==> src/rtl/mem_resp_pkg.sv <==
// mem_resp_pkg: shared state encoding, word size and address checking for mem_responder
package mem_resp_pkg;
    typedef enum logic [1:0] {IDLE, WAIT, RESP} state_t;
    localparam int unsigned WORD_BYTES = 4;
    function automatic logic addr_err(input logic [31:0] a, input int unsigned depth);
        return (a[1:0] != 2'b00) || (a >= 32'(WORD_BYTES * depth));
    endfunction
endpackage

==> src/rtl/mem_word_ram.sv <==
// mem_word_ram: single-port word array with synchronous write and registered read, no reset
module mem_word_ram #(
    parameter int unsigned DEPTH = 64,
    parameter int unsigned AW = 6
) (
    input  logic          clock,
    input  logic          we,
    input  logic          re,
    input  logic [AW-1:0] addr,
    input  logic [31:0]   wdata,
    output logic [31:0]   rdata
);
    logic [31:0] mem [DEPTH];
    always_ff @(posedge clock) begin
        if (we) mem[addr] <= wdata;
        if (re) rdata <= mem[addr];
    end
endmodule

==> src/rtl/mem_responder.sv <==
// mem_responder: valid/ready memory slave with fixed latency, one outstanding request, error response
module mem_responder
    import mem_resp_pkg::*;
#(
    parameter int unsigned DEPTH = 64,
    parameter int unsigned LAT = 2
) (
    input  logic        clock,
    input  logic        reset,
    input  logic        req_valid,
    input  logic        req_we,
    input  logic [31:0] req_addr,
    input  logic [31:0] req_wdata,
    output logic        req_ready,
    output logic        rsp_valid,
    output logic [31:0] rsp_rdata,
    output logic        rsp_err,
    output logic        busy
);
    localparam int unsigned AW = $clog2(DEPTH);
    state_t state, state_n;
    logic [3:0] cnt, cnt_n;
    logic fire, acc, acc_err, rd_seen, we_q, err_q, ram_we, ram_re, ram_wr;
    logic [AW-1:0] wa_q, ram_a;
    logic [31:0] wd_q, ram_wd, ram_q;
    assign acc = (state == IDLE) && req_valid;
    assign acc_err = addr_err(req_addr, DEPTH);
    always_comb begin
        state_n = state;
        cnt_n = cnt;
        fire = 1'b0;
        case (state)
            IDLE: if (req_valid) begin
                if (acc_err) state_n = RESP;
                else if (LAT == 1) begin
                    state_n = RESP;
                    fire = 1'b1;
                end else begin
                    state_n = WAIT;
                    cnt_n = 4'(LAT - 1);
                end
            end
            WAIT: if (cnt == 4'd1) begin
                state_n = RESP;
                fire = 1'b1;
            end else cnt_n = cnt - 4'd1;
            default: state_n = IDLE;
        endcase
    end
    // With LAT==1 the array is accessed on the accept edge, before capture, so use the live request
    assign ram_a  = (state == IDLE) ? req_addr[AW+1:2] : wa_q;
    assign ram_wd = (state == IDLE) ? req_wdata : wd_q;
    assign ram_wr = (state == IDLE) ? req_we : we_q;
    assign ram_we = fire && ram_wr;
    assign ram_re = fire && !ram_wr;
    always_ff @(posedge clock or posedge reset) begin
        if (reset) begin
            state <= IDLE;
            cnt <= '0;
            wa_q <= '0;
            wd_q <= '0;
            we_q <= 1'b0;
            err_q <= 1'b0;
            rd_seen <= 1'b0;
        end else begin
            state <= state_n;
            cnt <= cnt_n;
            if (acc) begin
                wa_q <= req_addr[AW+1:2];
                wd_q <= req_wdata;
                we_q <= req_we;
                err_q <= acc_err;
            end
            if (ram_re) rd_seen <= 1'b1;
        end
    end
    mem_word_ram #(.DEPTH(DEPTH), .AW(AW)) u_ram (
        .clock(clock),
        .we(ram_we),
        .re(ram_re),
        .addr(ram_a),
        .wdata(ram_wd),
        .rdata(ram_q)
    );
    // The array register is not reset, so read data is masked to zero until a read has landed
    assign rsp_rdata = rd_seen ? ram_q : '0;
    assign req_ready = state == IDLE;
    assign busy = state != IDLE;
    assign rsp_valid = state == RESP;
    assign rsp_err = rsp_valid && err_q;
endmodule

==> config.mk <==
export PLATFORM = sky130hd
export DESIGN_NAME = mem_responder
export DESIGN_NICKNAME = d
export VERILOG_FILES = /design/src/rtl/mem_resp_pkg.sv /design/src/rtl/mem_word_ram.sv /design/src/rtl/mem_responder.sv
export SDC_FILE = /design/constraint.sdc
export NUM_CORES = 2
export LEC_CHECK = 0
export CAP_MARGIN = 20
export CORE_UTILIZATION = 51
export CTS_CLUSTER_SIZE = 20
export DETAILED_ROUTE_END_ITERATION = 7
export PLACE_DENSITY = 0.67
export SYNTH_ARGS = -nofsm -noshare
export SYNTH_HDL_FRONTEND = slang
export SYNTH_SLANG_ARGS = --single-unit
==> constraint.sdc <==
create_clock -name clock -period 5 [get_ports clock]
set_input_delay 1 -clock clock [delete_from_list [all_inputs] [get_ports clock]]
set_output_delay 1 -clock clock [all_outputs]
set_load 0.02 [all_outputs]
==> impl_summary.md <==
Status
The run finished, with violations left. The final reports fail on design-rule violations.

Logic synthesis
In the post-synthesis netlist, the biggest area contributors are sky130_fd_sc_hd__edfxtp_1 77%, sky130_fd_sc_hd__a22oi_1 3.0%, sky130_fd_sc_hd__nand2_1 2.8%. The portion of the post-synthesis area used by sequential elements is 78.5%. The synthesis-stage register bit count is 2,127.

The portion of netlist area occupied by mux cells is 2.66%. Counting distinct cell types in the post-synthesis netlist gives 65. The combinational family with the most area after synthesis is compound AO/OA/AOI/OAI gates. The adder-cell area share of the yosys netlist is 0.0309%.

Dividing the synthesized area by the synthesized cell count gives 16.2 um2. The post-synthesis share of cell area spent on xor and xnor gates is 0%. The synthesized netlist occupies a cell area of around 0.08 mm2. Yosys mapped a number of flops with a built-in enable equal to between 2,000 and 2,500. Summing the areas of all and, or, nand and nor instances in the mapped netlist gives 5.64% of the synthesized area.

Among all flip-flop cells after synthesis, the most frequent one is sky130_fd_sc_hd__edfxtp_1. The count of yosys warnings during synthesis is 0. The synthesized netlist devotes 11.4% of its cell area to compound gates. The synthesized netlist net count is 5,077.

The number of instances in the synthesized netlist is around 5,000. The top cell type's share of synthesized area is 77.1%. After synthesis, the share of flip-flops with an asynchronous set or reset is 2.21%. The leading area contributor after synthesis is sky130_fd_sc_hd__edfxtp_1.

Placement
The final HPWL from detailed placement is about 150 mm. The number of input and output port buffers inserted is 103. The total cell area at the placement stage is 0.0872 mm2. The number of placed instances with taps included is 7,156. Routability-driven placement finished with a final weighted congestion of 0.922.

STA
Setup violations remaining at the end of the flow were counted as 0. Derived from the worst setup path, the maximum achievable clock frequency is ~210 MHz. The final critical delay including setup and external delays is roughly 4.7 ns. The share of the cycle needed by the critical path after routing is 93.3%. The final setup TNS is 0 ns. Setup repair after global routing left no endpoint under its margin. Headroom to the max-slew limit came out at approximately 6.3%. The number of failing hold endpoints at the final stage came to 0.

The number of max-slew violations in the final report is 0. The transition at the pin with the smallest max-transition slack is 1.41 ns. The clock arrives with between 0.03 and 0.04 ns of skew.

Power and ir drop
For this design the ratio of total power to cell area is about 400 mW/mm2. The switching share of power is 23.4%. The clock share of power is 39.2%. The maximum ir drop on the vdd rail is 316 uV.

The net switching power is ~8.9 mW. The sequential cell fraction of total power is 52.6%. The design draws 38.0 mW. The combinational cell fraction of total power is 8.2%. Internal power comes to a little under 30 mW. The analysis attributes to cell leakage a power of 29.8 nW.

Clock tree
The H-tree depth is 4. The later pin in the worst-skew pair is clocked with a latency of between 0.8 and 0.9 ns. The total clock buffers created by CTS is 201. The post-CTS repair timing setup buffer count is 0. TritonCTS built the clock tree. The total of hold buffers inserted after clock tree synthesis is 0.

The tree is rooted in a sky130_fd_sc_hd__clkbuf_16. Clock-pin slew was measured on the worst setup and hold paths at approximately 0.06 ns. The maximum buffer depth of the clock tree is 3. CTS saw 2,127 sinks. The number of gates resized after CTS was 0.

Global route
The maximum number of pins on one net before global-route repair is 65. The global routing usage summed across all routing layers is 31.0%. The final global-route overflow total is 0. The initial antenna violation count is 12.

The via count of the first global-routing pass is 48,000. The wire length of the first global-routing pass is approximately 360 mm.

Setup path
Walking the worst path, the cells encountered are or2_2 > mux2i_2 > or2_2 > buf_4 > a31oi_1 > nor4_1 > buf_4 > nand4_1. The critical path class is flop to flop. The element type at the critical path end is a flop.

The largest individual stage delay along the critical path comes from the cell sky130_fd_sc_hd__mux2i_2. Data on the critical path is required at its endpoint by 5.57 ns. The worst setup path is launched from a flop.

Of all nets on the critical path, the largest fanout is 16. The critical path's largest stage delay is 0.99 ns. The data arrival time of the critical path is 5.24 ns.

Detailed routing
The number of design rule violations left after detail routing is 1. In this run, the number of DRC markers left after iteration 0 of detailed routing was ~8,700. For this block, the via count after detailed routing is a little over 50,000. In the routed layout, each cell is associated on average with a via count of 6.71. The count of nets left with antenna violations once routing finished came out at 0. The detailed-route wire length per cell is 33.5 um. The wire length after detailed routing is 252 mm. The number of iterations in the first detailed-routing pass is 8.

Finish
The design area is 0.0936 mm2. The number of antenna diodes is 0. The final-stage net count is 5,373.

The final cell count without fillers is 7,526. The fraction of final layout cells sized beyond drive strength 1 is 14.6%. Measured on the finished design, the core utilization comes to 59.6%. From synthesis to final layout, the design area changed by 15.5%.

Die
The die outline width is between 400 and 500 um. The site row count is ~150. The region available for standard cell placement spans around 0.16 mm2. The effective utilization at floorplan is 51.6%. The floorplan step defined a die boundary enclosing 0.160 mm2.

The boundary pin count is 104. The die is 401 um tall.

Run
The tool flagged a number of max-cap violations equal to 0.

Min path
The min-delay analysis places its worst path in the category flop to flop.
## final cells by class
| type | count | area (um2) |
|---|---|---|
| clock buffers | 240 | 5240 |
| clock inverters | 128 | 1140 |
| fillers | 11300 | 63300 |
| inverters | 6 | 22.5 |
| multi-input cells | 2551 | 16800 |
| flip-flops and latches | 2127 | 63600 |
| well taps | 2058 | 2570 |
| repair buffers | 416 | 4160 |
## layer usage
layer  track usage, %  wire (um)
met1             42.4      92800
met2             47.1     114000
met3             5.94      29700
met4             17.6      15700
met5                0         30
## registers in the layout, summed over array words and instances (netlist names)
| register | cells |
|---|---|
| cnt | 4 |
| err_q | 1 |
| rd_seen | 1 |
| state | 2 |
| u_ram.mem | 2048 |
| u_ram.rdata | 32 |
| wa_q | 6 |
| wd_q | 32 |
| we_q | 1 |
## metrics by stage
step / setup WS (ns) / hold slack, ns
2_1_floorplan: 0.585 / 0.442
3_3_place_gp: 0.157 / 0.456
3_5_place_dp: 0.100 / 0.464
4_1_cts: 0.474 / 0.481
5_1_grt: 0.277 / 0.491
6_report: 0.334 / 0.477
## logic make-up (layout without fill, tap and decap cells)
kind of cell | Yosys count | after routing
buffers and inverters | 329 | 790
AND/OR/NAND/NOR | 1008 | 1008
multiplexers | 209 | 209
adder cells (fa/ha/maj) | 2 | 2
flip-flops | 2127 | 2127
AO/OA/AOI/OAI | 1332 | 1332
## cells in the final DEF, fill, tap and decap left out, types with 12 or more instances in the layout
cell type	instances
sky130_fd_sc_hd__edfxtp_1	2080
sky130_fd_sc_hd__nand2_1	567
sky130_fd_sc_hd__o21ai_0	348
sky130_fd_sc_hd__a22oi_1	328
sky130_fd_sc_hd__buf_4	250
sky130_fd_sc_hd__clkbuf_16	203
sky130_fd_sc_hd__mux2i_1	164
sky130_fd_sc_hd__a31oi_1	155
sky130_fd_sc_hd__a21oi_1	115
sky130_fd_sc_hd__clkdlybuf4s50_1	102
sky130_fd_sc_hd__nor2_4	78
sky130_fd_sc_hd__a22o_1	71
sky130_fd_sc_hd__nand4_1	67
sky130_fd_sc_hd__buf_12	63
sky130_fd_sc_hd__a222oi_1	58
sky130_fd_sc_hd__a221oi_1	51
sky130_fd_sc_hd__o22a_1	51
sky130_fd_sc_hd__dfrtp_1	46
sky130_fd_sc_hd__clkinv_1	45
sky130_fd_sc_hd__nand3_1	45
sky130_fd_sc_hd__mux2_2	42
sky130_fd_sc_hd__and4_1	40
sky130_fd_sc_hd__clkinv_2	40
sky130_fd_sc_hd__and2_1	38
sky130_fd_sc_hd__nor2_1	37
sky130_fd_sc_hd__clkbuf_1	35
sky130_fd_sc_hd__a221o_1	34
sky130_fd_sc_hd__nand2_2	33
sky130_fd_sc_hd__o211ai_1	28
sky130_fd_sc_hd__nor4_1	28
sky130_fd_sc_hd__o21a_1	18
sky130_fd_sc_hd__and3_1	17
sky130_fd_sc_hd__bufinv_16	15
sky130_fd_sc_hd__a41o_1	13
sky130_fd_sc_hd__o2bb2ai_1	13
sky130_fd_sc_hd__clkinvlp_4	13
sky130_fd_sc_hd__a211oi_1	12
## path summary, 6_finish.rpt
kind | from | end | slack, ns | cells after the start
max in group asynchronous | reset | cnt[1] | 3.95 | 3
max | state[1] | u_ram.rdata[24] | 0.33 | 8
min | wd_q[7] | wd_q[7] | 0.48 | 2
max reg2reg | state[1] | u_ram.rdata[24] | 0.33 | 8
min reg2reg | wd_q[7] | wd_q[7] | 0.48 | 2
min in group asynchronous | reset | wd_q[16] | 0.51 | 2
## worst max-delay path, delay by kind of cell, from the launching register on
family / cells / cell delay, ns
simple gates: 4 / 1.82
mux: 1 / 0.99
buf+inv: 2 / 0.69
flops: 1 / 0.66
compound gates: 1 / 0.20
## power by group through the flow
stage	Sequential, mW	Clock (mW)	Combinational [mW]
floorplan	20.3	0	1.57
global placement	20.3	0	2.98
detailed placement	20.3	0	3.04
CTS	20.0	14.9	3.05
global route	20.0	15.6	3.24
finish	20.0	14.9	3.12
## synth_stat cells (47+ instances only)
master                     count
sky130_fd_sc_hd__edfxtp_1   2080
sky130_fd_sc_hd__a222oi_1     58
sky130_fd_sc_hd__a221oi_1     51
sky130_fd_sc_hd__dfrtp_1      47
sky130_fd_sc_hd__o22a_1       51
sky130_fd_sc_hd__nor2_1      118
sky130_fd_sc_hd__mux2i_1     165
sky130_fd_sc_hd__buf_2        86
sky130_fd_sc_hd__o21ai_0     348
sky130_fd_sc_hd__a21oi_1     115
sky130_fd_sc_hd__a22oi_1     328
sky130_fd_sc_hd__nand2_1     604
sky130_fd_sc_hd__nand4_1      67
sky130_fd_sc_hd__a22o_1       71
sky130_fd_sc_hd__a31oi_1     155
sky130_fd_sc_hd__clkbuf_1    184
Note: power is estimated with default switching activity, not from simulation.
